$ cat config.mk
export PLATFORM = sky130hd
export DESIGN_NAME = wb_port_arbiter
export DESIGN_NICKNAME = d
export VERILOG_FILES = /design/src/rtl/wb_port_arbiter_pkg.sv /design/src/rtl/wb_result_fifo.sv /design/src/rtl/wb_port_arbiter.sv
export SDC_FILE = /design/constraint.sdc
export NUM_CORES = 1
export LEC_CHECK = 0
export ABC_CLOCK_PERIOD_IN_PS = 6700
export CAP_MARGIN = 0
export CORE_AREA = 2 2 110 134
export DETAILED_ROUTE_END_ITERATION = 6
export DIE_AREA = 0 0 112 136
export GPL_TIMING_DRIVEN = 0
export PLACE_DENSITY_LB_ADDON = 0.15
export SLEW_MARGIN = 20
export SYNTH_ARGS = -nofsm -noshare
export SYNTH_HDL_FRONTEND = slang
export SYNTH_SLANG_ARGS = --single-unit
$ cat constraint.sdc
create_clock -name clk -period 6.7 [get_ports clk]
set_clock_uncertainty 0.1 [all_clocks]
set_input_delay 0.67 -clock clk [delete_from_list [all_inputs] [get_ports clk]]
set_output_delay 0.67 -clock clk [all_outputs]
set_load 0.005 [all_outputs]
$ cat src/rtl/wb_port_arbiter_pkg.sv
// Shared widths, FIFO entry layout and write-source encoding for the WB port arbiter.
package wb_port_arbiter_pkg;

    localparam int REG_ADDR_W = 5;
    localparam int DATA_W     = 32;
    localparam logic [REG_ADDR_W-1:0] REG_ZERO = '0;

    typedef struct packed {
        logic [REG_ADDR_W-1:0] dest;
        logic [DATA_W-1:0]     data;
    } mdu_entry_t;

    typedef enum logic [1:0] {
        SRC_NONE = 2'd0,
        SRC_PIPE = 2'd1,
        SRC_MDU  = 2'd2
    } wb_src_e;

endpackage

$ cat src/rtl/wb_result_fifo.sv
// Small FIFO of queued MDU results. Exposes per-entry valid/dest so the
// arbiter can flag RAW hazards against any queued destination.
module wb_result_fifo
    import wb_port_arbiter_pkg::*;
#(
    parameter int DEPTH = 2
) (
    input  logic                               clk,
    input  logic                               rst_n,
    input  logic                               push,
    input  mdu_entry_t                         push_entry,
    input  logic                               pop,
    output mdu_entry_t                         head,
    output logic                               full,
    output logic                               empty,
    output logic [DEPTH-1:0]                   entry_valid,
    output logic [DEPTH-1:0][REG_ADDR_W-1:0]   entry_dest
);

    localparam int PW = $clog2(DEPTH);
    localparam int CW = PW + 1;

    mdu_entry_t      mem [DEPTH];
    logic [PW-1:0]   rd_ptr;
    logic [PW-1:0]   wr_ptr;
    logic [CW-1:0]   count;

    always_ff @(posedge clk or negedge rst_n) begin
        if (!rst_n) begin
            rd_ptr <= '0;
            wr_ptr <= '0;
            count  <= '0;
        end else begin
            if (push) wr_ptr <= wr_ptr + PW'(1);
            if (pop)  rd_ptr <= rd_ptr + PW'(1);
            case ({push, pop})
                2'b10:   count <= count + CW'(1);
                2'b01:   count <= count - CW'(1);
                default: count <= count;
            endcase
        end
    end

    // Payload storage needs no reset; validity comes from the pointers.
    always_ff @(posedge clk) begin
        if (push) mem[wr_ptr] <= push_entry;
    end

    assign head  = mem[rd_ptr];
    assign full  = (count == CW'(DEPTH));
    assign empty = (count == '0);

    for (genvar i = 0; i < DEPTH; i++) begin : g_entry
        logic [PW-1:0] offset;
        assign offset         = PW'(i) - rd_ptr;
        assign entry_valid[i] = ({1'b0, offset} < count);
        assign entry_dest[i]  = mem[i].dest;
    end

endmodule

$ cat src/rtl/wb_port_arbiter.sv
// Shares the register-file write port between the WB stage and queued MDU
// results; pipeline writes win, MDU results drain in idle slots.
module wb_port_arbiter
    import wb_port_arbiter_pkg::*;
#(
    parameter int DEPTH        = 2,
    parameter int STARVE_LIMIT = 4
) (
    input  logic                  clk,
    input  logic                  rst_n,
    input  logic                  wb_reg_write,
    input  logic                  wb_mem_to_reg,
    input  logic [DATA_W-1:0]     wb_read_data,
    input  logic [DATA_W-1:0]     wb_alu_result,
    input  logic [REG_ADDR_W-1:0] wb_write_register,
    input  logic                  mdu_valid,
    output logic                  mdu_ready,
    input  logic [REG_ADDR_W-1:0] mdu_dest,
    input  logic [DATA_W-1:0]     mdu_result,
    input  logic [REG_ADDR_W-1:0] rs_addr,
    input  logic [REG_ADDR_W-1:0] rt_addr,
    output logic                  rs_pending,
    output logic                  rt_pending,
    output logic                  rf_we,
    output logic [REG_ADDR_W-1:0] rf_waddr,
    output logic [DATA_W-1:0]     rf_wdata,
    output logic                  stall_req
);

    localparam int AW = $clog2(STARVE_LIMIT + 1);
    localparam logic [AW-1:0] AGE_MAX = AW'(STARVE_LIMIT);

    logic                               pipe_wr;
    logic                               fifo_push;
    logic                               fifo_pop;
    logic                               fifo_full;
    logic                               fifo_empty;
    mdu_entry_t                         fifo_head;
    logic [DEPTH-1:0]                   entry_valid;
    logic [DEPTH-1:0][REG_ADDR_W-1:0]   entry_dest;
    logic [AW-1:0]                      age;
    wb_src_e                            src;
    logic                               rs_hit;
    logic                               rt_hit;

    assign pipe_wr   = wb_reg_write && (wb_write_register != REG_ZERO);
    assign mdu_ready = !fifo_full;
    // A result for $0 is handshaked away but never occupies a slot.
    assign fifo_push = mdu_valid && mdu_ready && (mdu_dest != REG_ZERO);
    assign fifo_pop  = !pipe_wr && !fifo_empty;

    wb_result_fifo #(
        .DEPTH (DEPTH)
    ) u_fifo (
        .clk         (clk),
        .rst_n       (rst_n),
        .push        (fifo_push),
        .push_entry  ('{dest: mdu_dest, data: mdu_result}),
        .pop         (fifo_pop),
        .head        (fifo_head),
        .full        (fifo_full),
        .empty       (fifo_empty),
        .entry_valid (entry_valid),
        .entry_dest  (entry_dest)
    );

    always_comb begin
        src = SRC_NONE;
        if (!rst_n)           src = SRC_NONE;
        else if (pipe_wr)     src = SRC_PIPE;
        else if (!fifo_empty) src = SRC_MDU;
    end

    always_comb begin
        rf_we    = 1'b0;
        rf_waddr = REG_ZERO;
        rf_wdata = '0;
        case (src)
            SRC_PIPE: begin
                rf_we    = 1'b1;
                rf_waddr = wb_write_register;
                rf_wdata = wb_mem_to_reg ? wb_read_data : wb_alu_result;
            end
            SRC_MDU: begin
                rf_we    = 1'b1;
                rf_waddr = fifo_head.dest;
                rf_wdata = fifo_head.data;
            end
            default: ;
        endcase
    end

    // Age measures how long the current head has been waiting for a free slot.
    always_ff @(posedge clk or negedge rst_n) begin
        if (!rst_n)                     age <= '0;
        else if (fifo_empty || fifo_pop) age <= '0;
        else if (age != AGE_MAX)         age <= age + AW'(1);
    end

    always_ff @(posedge clk or negedge rst_n) begin
        if (!rst_n)              stall_req <= 1'b0;
        else if (fifo_pop)       stall_req <= 1'b0;
        else if (age == AGE_MAX) stall_req <= 1'b1;
    end

    // Includes the head even in the cycle it drains, since the write lands at the edge.
    always_comb begin
        rs_hit = 1'b0;
        rt_hit = 1'b0;
        for (int i = 0; i < DEPTH; i++) begin
            if (entry_valid[i] && (entry_dest[i] == rs_addr)) rs_hit = 1'b1;
            if (entry_valid[i] && (entry_dest[i] == rt_addr)) rt_hit = 1'b1;
        end
    end

    assign rs_pending = rst_n && (rs_addr != REG_ZERO) && rs_hit;
    assign rt_pending = rst_n && (rt_addr != REG_ZERO) && rt_hit;

endmodule
== Word-level counts from Yosys, hierarchy flattened ==
Memories as Yosys holds them, arrays and structs flattened.
Cells that the tools add are included.
Word-level totals
  register bits: 8
  memory bits (writable): 74
  bits of input ports: 121
  output and inout bits: 42
  word-level logic and storage cells: 69
  memories: 1
Operators by class
  add/sub/neg operators: 7
  magnitude comparators: 2
  equal/unequal tests: 11
  multiplexer cells: 18
  reductions and logical operators: 25
Memories
  u_fifo.mem: words 2, width 37, rd ports 3, clocked after Yosys merged registers in 0, wr ports 1, line wb_result_fifo.sv:23  | mdu_entry_t mem [DEPTH];
Operator list (number)
  $pmux 32 s2: 1
  $mux 32: 1
  $eq 5x5->1: 4
  $reduce_bool 5->1: 4
  $logic_and 1x1->1: 12
  $pmux 5 s2: 1
  $mux 1: 9
  $eq 2x2->1 const B: 3
  $mux 2: 3
  $mux 3: 2
  $reduce_bool 2->1: 3
  $eq 2x1->1 const B: 2
  $lt 1x2->1: 2
  $pmux 2 s2: 1
  $add 3x1->3 const B: 1
  $eq 3x3->1 const B: 1
  $logic_not 1->1: 3
  $ne 3x3->1 const B: 1
  $add 1x1->1 const B: 2
  $add 2x1->2 const B: 1
  $logic_not 2->1: 1
  $reduce_or 2->1: 1
  $sub 1x1->1 const A: 2
  $sub 2x1->2 const B: 1
  $logic_or 1x1->1: 1

== Longest topological paths before layout ==
  depth after elaboration: 7
  mapped depth: 7
  gate-level depth less buffers: 7

== Hierarchy ==
A second synthesis with hierarchy kept.
Second synthesis, totals
  cells, all modules: 333
  area, all modules: 4347.9 um^2
Modules (own cells, without submodules)
  wb_result_fifo: instances 1, cells each 144, area each 2951.6 um^2, sequential area each 2322.2 um^2
  wb_port_arbiter: instances 1, cells each 189, area each 1396.3 um^2, sequential area each 100.1 um^2

== Least setup slack after synthesis ==
OpenSTA, ideal clock, no wires.
  kind: input to register
  from: input port mdu_dest[3]
  to: memory u_fifo.mem[0][0] in the netlist's numbering, enable pin
  arrival: 2.500 ns
  slack: 3.668 ns
  stages: 3
  path through: or4_1 o211ai_1 nor2_1
On the way
  longest elaborated chain between the ends: 4
RTL lines
  start, declared: line wb_port_arbiter.sv:18  | input logic [REG_ADDR_W-1:0] mdu_dest,
  $reduce_bool 5->1: line wb_port_arbiter.sv:49  | assign fifo_push = mdu_valid && mdu_ready && (mdu_dest != REG_ZERO);
  $logic_and 1x1->1: line wb_port_arbiter.sv:49
  $mux 1: line wb_result_fifo.sv:46  | if (push) mem[wr_ptr] <= push_entry;
  $mux 1 (not written as such): line wb_result_fifo.sv:46
  end, declared: line wb_result_fifo.sv:23
Every way passes these cells.

== Final worst setup path ==
  from: input port wb_write_register[1]
  to: output port rf_wdata[23]
On the way
  longest elaborated chain between the ends: 6
RTL lines
  start, declared: line wb_port_arbiter.sv:15  | input logic [REG_ADDR_W-1:0] wb_write_register,
  $reduce_bool 5->1 *: line wb_port_arbiter.sv:46  | assign pipe_wr = wb_reg_write && (wb_write_register != REG_ZERO);
  $logic_and 1x1->1 *: line wb_port_arbiter.sv:46
  $mux 2 *: line wb_port_arbiter.sv:70  | else if (pipe_wr) src = SRC_PIPE;
  $mux 2 *: line wb_port_arbiter.sv:69  | if (!rst_n) src = SRC_NONE;
  $eq 2x2->1 / $eq 2x1->1 (equally long branches): line wb_port_arbiter.sv:78  | case (src)
  $pmux 32 s2 *: line wb_port_arbiter.sv:78
  end, declared: line wb_port_arbiter.sv:26  | output logic [DATA_W-1:0] rf_wdata,
Every way passes the cells marked *; elsewhere a longest branch is shown, timed or not.

==> flow_summary.ini <==
[logic_synthesis]
synthDominantAreaCellType = sky130_fd_sc_hd__edfxtp_1
synth_mux_area_share_pct = 17.1
netlist_top_cells_area = sky130_fd_sc_hd__edfxtp_1, sky130_fd_sc_hd__mux2i_1, sky130_fd_sc_hd__o22ai_2, sky130_fd_sc_hd__dfrtp_1, sky130_fd_sc_hd__xor2_1
synth_commonest_cells = sky130_fd_sc_hd__edfxtp_1, sky130_fd_sc_hd__mux2i_1, sky130_fd_sc_hd__o22ai_2
post_synth_instance_area_um2 = 4100
synthSimpleGateAreaFrac_pct = 4.06
top_count_cell_post_synth = sky130_fd_sc_hd__edfxtp_1
synth_cells = 279
synth_compound_gate_area_share_pct = 10.6
synth_cell_type_count = 31
synth_top_cell_area_share_pct = 54.2
post_synth_xor_area_fraction_pct = 5.56
synth_top_family_by_area = multiplexers
edff_count_synth = 74
synth_sequential_area_ratio_pct = 59.1
synth-main-ff-cell = sky130_fd_sc_hd__edfxtp_1
async_reset_ff_share_pct = 9.76
postSynthNetCount = 403
synth_fa_ha_area_share_pct = 0.916
synth_area_per_cell_um2 = 14.7
ys_warn_count = 0
synth_seq_cells = 82

[setup_path]
cp-start-kind = input port
timing.critical_path.fanout_max = 10
cp_data_required_time_ns = 5.93
cp_class = in2out
slowest_delay_ns = 0.56
crit_arrival_ns = 3.04
worst_r2r_startpoint = u_fifo.count[0]
cp_cell_sequence = clkdlybuf4s50_1, or4_4, o21ai_4, nand3b_2, buf_6, buf_6, o22ai_2, clkdlybuf4s50_1
critPathCaptureType = output port
worst_setup_path_startpoint = wb_write_register[1]
timing.critical_path.buf_inv = 4
cell_family_with_most_cp_delay = buffers and inverters
cpMaxStageDelayCell = sky130_fd_sc_hd__or4_4

[global_routing]
use_met1_pct = 15.7
grt_use_met3_pct = 3.61
met2_usage_pct = 26.0
grt.total_usage_pct = 14.3
grt_first_pass_wirelength_um = 16500
grt_overflow = 0
grt_busiest_layer = met2
via_count_of_the_first_global_routing_pass = 3174
grt_antenna_before_repair = 1
pin_count_of_the_biggest_net_entering_global_routing = 16

[placed_design]
gpl.final_weighted_congestion = 0.812
detailed_place_hpwl_um = 8150
placed_cell_area_um2 = 6030
dp_cells = 619
io_buffer_count = 161

[worst_hold_path]
min_path_type = reg2reg
min_delay_startpoint = stall_req

[cells_and_area]
drive_gt1_share_pct = 10.7
finish.utilization_pct = 44.8
fin_cells = 635
design.final.nets = 579
layout.cell_area.non_filler_um2 = 6290
area_growth_syn_to_layout_pct = 53.5
antennaDiodeCount = 0

[clocking]
number_of_setup_buffers_added_after_cts = 0
cts-htree-levels = 3
tritoncts_num_sinks = 82
numCtsBuffers = 9
clock_root_cell = sky130_fd_sc_hd__clkbuf_16
tritoncts = done
clkLatencyLatePin_ns = 0.33
ctsHoldBuffers = 0
clk_pin_slew_ns = 0.06
cts_buffer_depth = 2
cts_resized = 0

[drt]
detailedRoute.firstPassIterationCount = 4
route.final.wire_length_um = 10900
routed-via-count = 2996
remaining_antenna_violation_count_after_routing = 0
drt_first_iter_violations = 67
drt_drc_violations_left = 0
detail_route.wl_per_cell_um = 17.2
viasPerCell = 4.72

[sta]
finalHoldViolCount = 0
grt_setup_unrepaired = no
maximum_clock_frequency_mhz = 262
relative_slew_slack_pct = 42.6
timing.final.crit_share_pct = 56.9
finalSetupViolCount = 0
period_needed_ns = 3.81
maxSlewViolCount = 0
worstMarginPinSlew_ns = 0.862
final.setup.tns_ns = 0

[power_and_ir_drop]
ir_drop_uv = 106
static-leakage-power_nw = 2.30
power_per_cell_area_nw_per_um2 = 297
total_power_w = 0.00187

[floorplanning]
initial_utilization_pct = 29.1
std_cell_rows = 48
number_of_i_o_pins = 163
design.core.area_um2 = 14100
fp.dieArea_um2 = 15200
die_width_um = 112
dieHeight_um = 136

[job]
max-cap-violations = 0

[status]
outcome = completed
## stage by stage
step	hold slack, ns	worst slack, ns
floorplan	0.274	3.67
detailed placement	0.405	2.89
CTS	0.423	2.87
global placement	0.382	1.93
finish	0.416	2.89
global route	0.473	2.76
## state kept, by name, indices dropped and copies added (netlist names)
| name | flops |
|---|---|
| u_fifo.rd_ptr | 1 |
| u_fifo.wr_ptr | 1 |
| stall_req | 1 |
| age | 3 |
| u_fifo.count | 2 |
| u_fifo.mem | 74 |
## cell usage in the layout (no fill, tap or decap), drive strengths merged, types with 6 or more instances in the layout
cell | Yosys | layout
clkdlybuf4s50 | 0 | 161
o22ai | 34 | 34
mux2i | 70 | 70
edfxtp | 74 | 74
dfrtp | 8 | 8
xor2 | 16 | 16
xnor2 | 10 | 10
buf | 8 | 12
o21ai | 7 | 7
nor2 | 6 | 6
clkbuf | 7 | 17
## worst paths after layout
kind	end	slack, ns	depth (start not counted)
hold / removal	stall_req	0.42	2
max in group asynchronous	age[1]	5.39	1
hold reg to reg	stall_req	0.42	2
setup reg to reg	u_fifo.mem[0][29]	4.49	5
setup / recovery	rf_wdata[23]	2.89	8
min in group asynchronous	stall_req	0.67	1
## logic make-up (layout without fill, tap and decap cells)
logic type / after synthesis / after routing
flops: 82 / 82
mux: 70 / 70
compound gates: 49 / 49
simple gates: 29 / 29
xor+xnor: 26 / 26
buf+inv: 20 / 201
fa+ha+maj: 3 / 3
## cell type report
type | count | area [µm²]
flip-flops and latches | 82 | 2420
multi-input cells | 177 | 1580
clock buffers | 10 | 229
fillers | 1305 | 7760
clock inverters | 6 | 33.8
well taps | 175 | 219
repair buffers | 165 | 1700
plain buffers | 15 | 88.8
inverters | 5 | 18.8
## power by group
| group | switching, W | leakage (nW) | internal, W |
|---|---|---|---|
| Combinational | 0.000322 | 1.40 | 0.000355 |
| Sequential | 0.0000573 | 0.787 | 0.000696 |
| Clock | 0.000188 | 0.117 | 0.000247 |
| Total | 0.000567 | 2.30 | 0.00130 |
## per-layer routing
metal / up-vias / part of all wire, %
met5: - / 0.17
met4: 2 / 2.2
met3: 18 / 4.9
met2: 89 / 53
met1: 1445 / 39
li1: 1442 / -
## worst min-delay path: stages, from the launching register on
cell and delay [ns]:
sky130_fd_sc_hd__dfrtp_1 0.35, sky130_fd_sc_hd__a21oi_1 0.04, sky130_fd_sc_hd__nor2_1 0.08
Note: power is estimated with default switching activity, not from simulation.
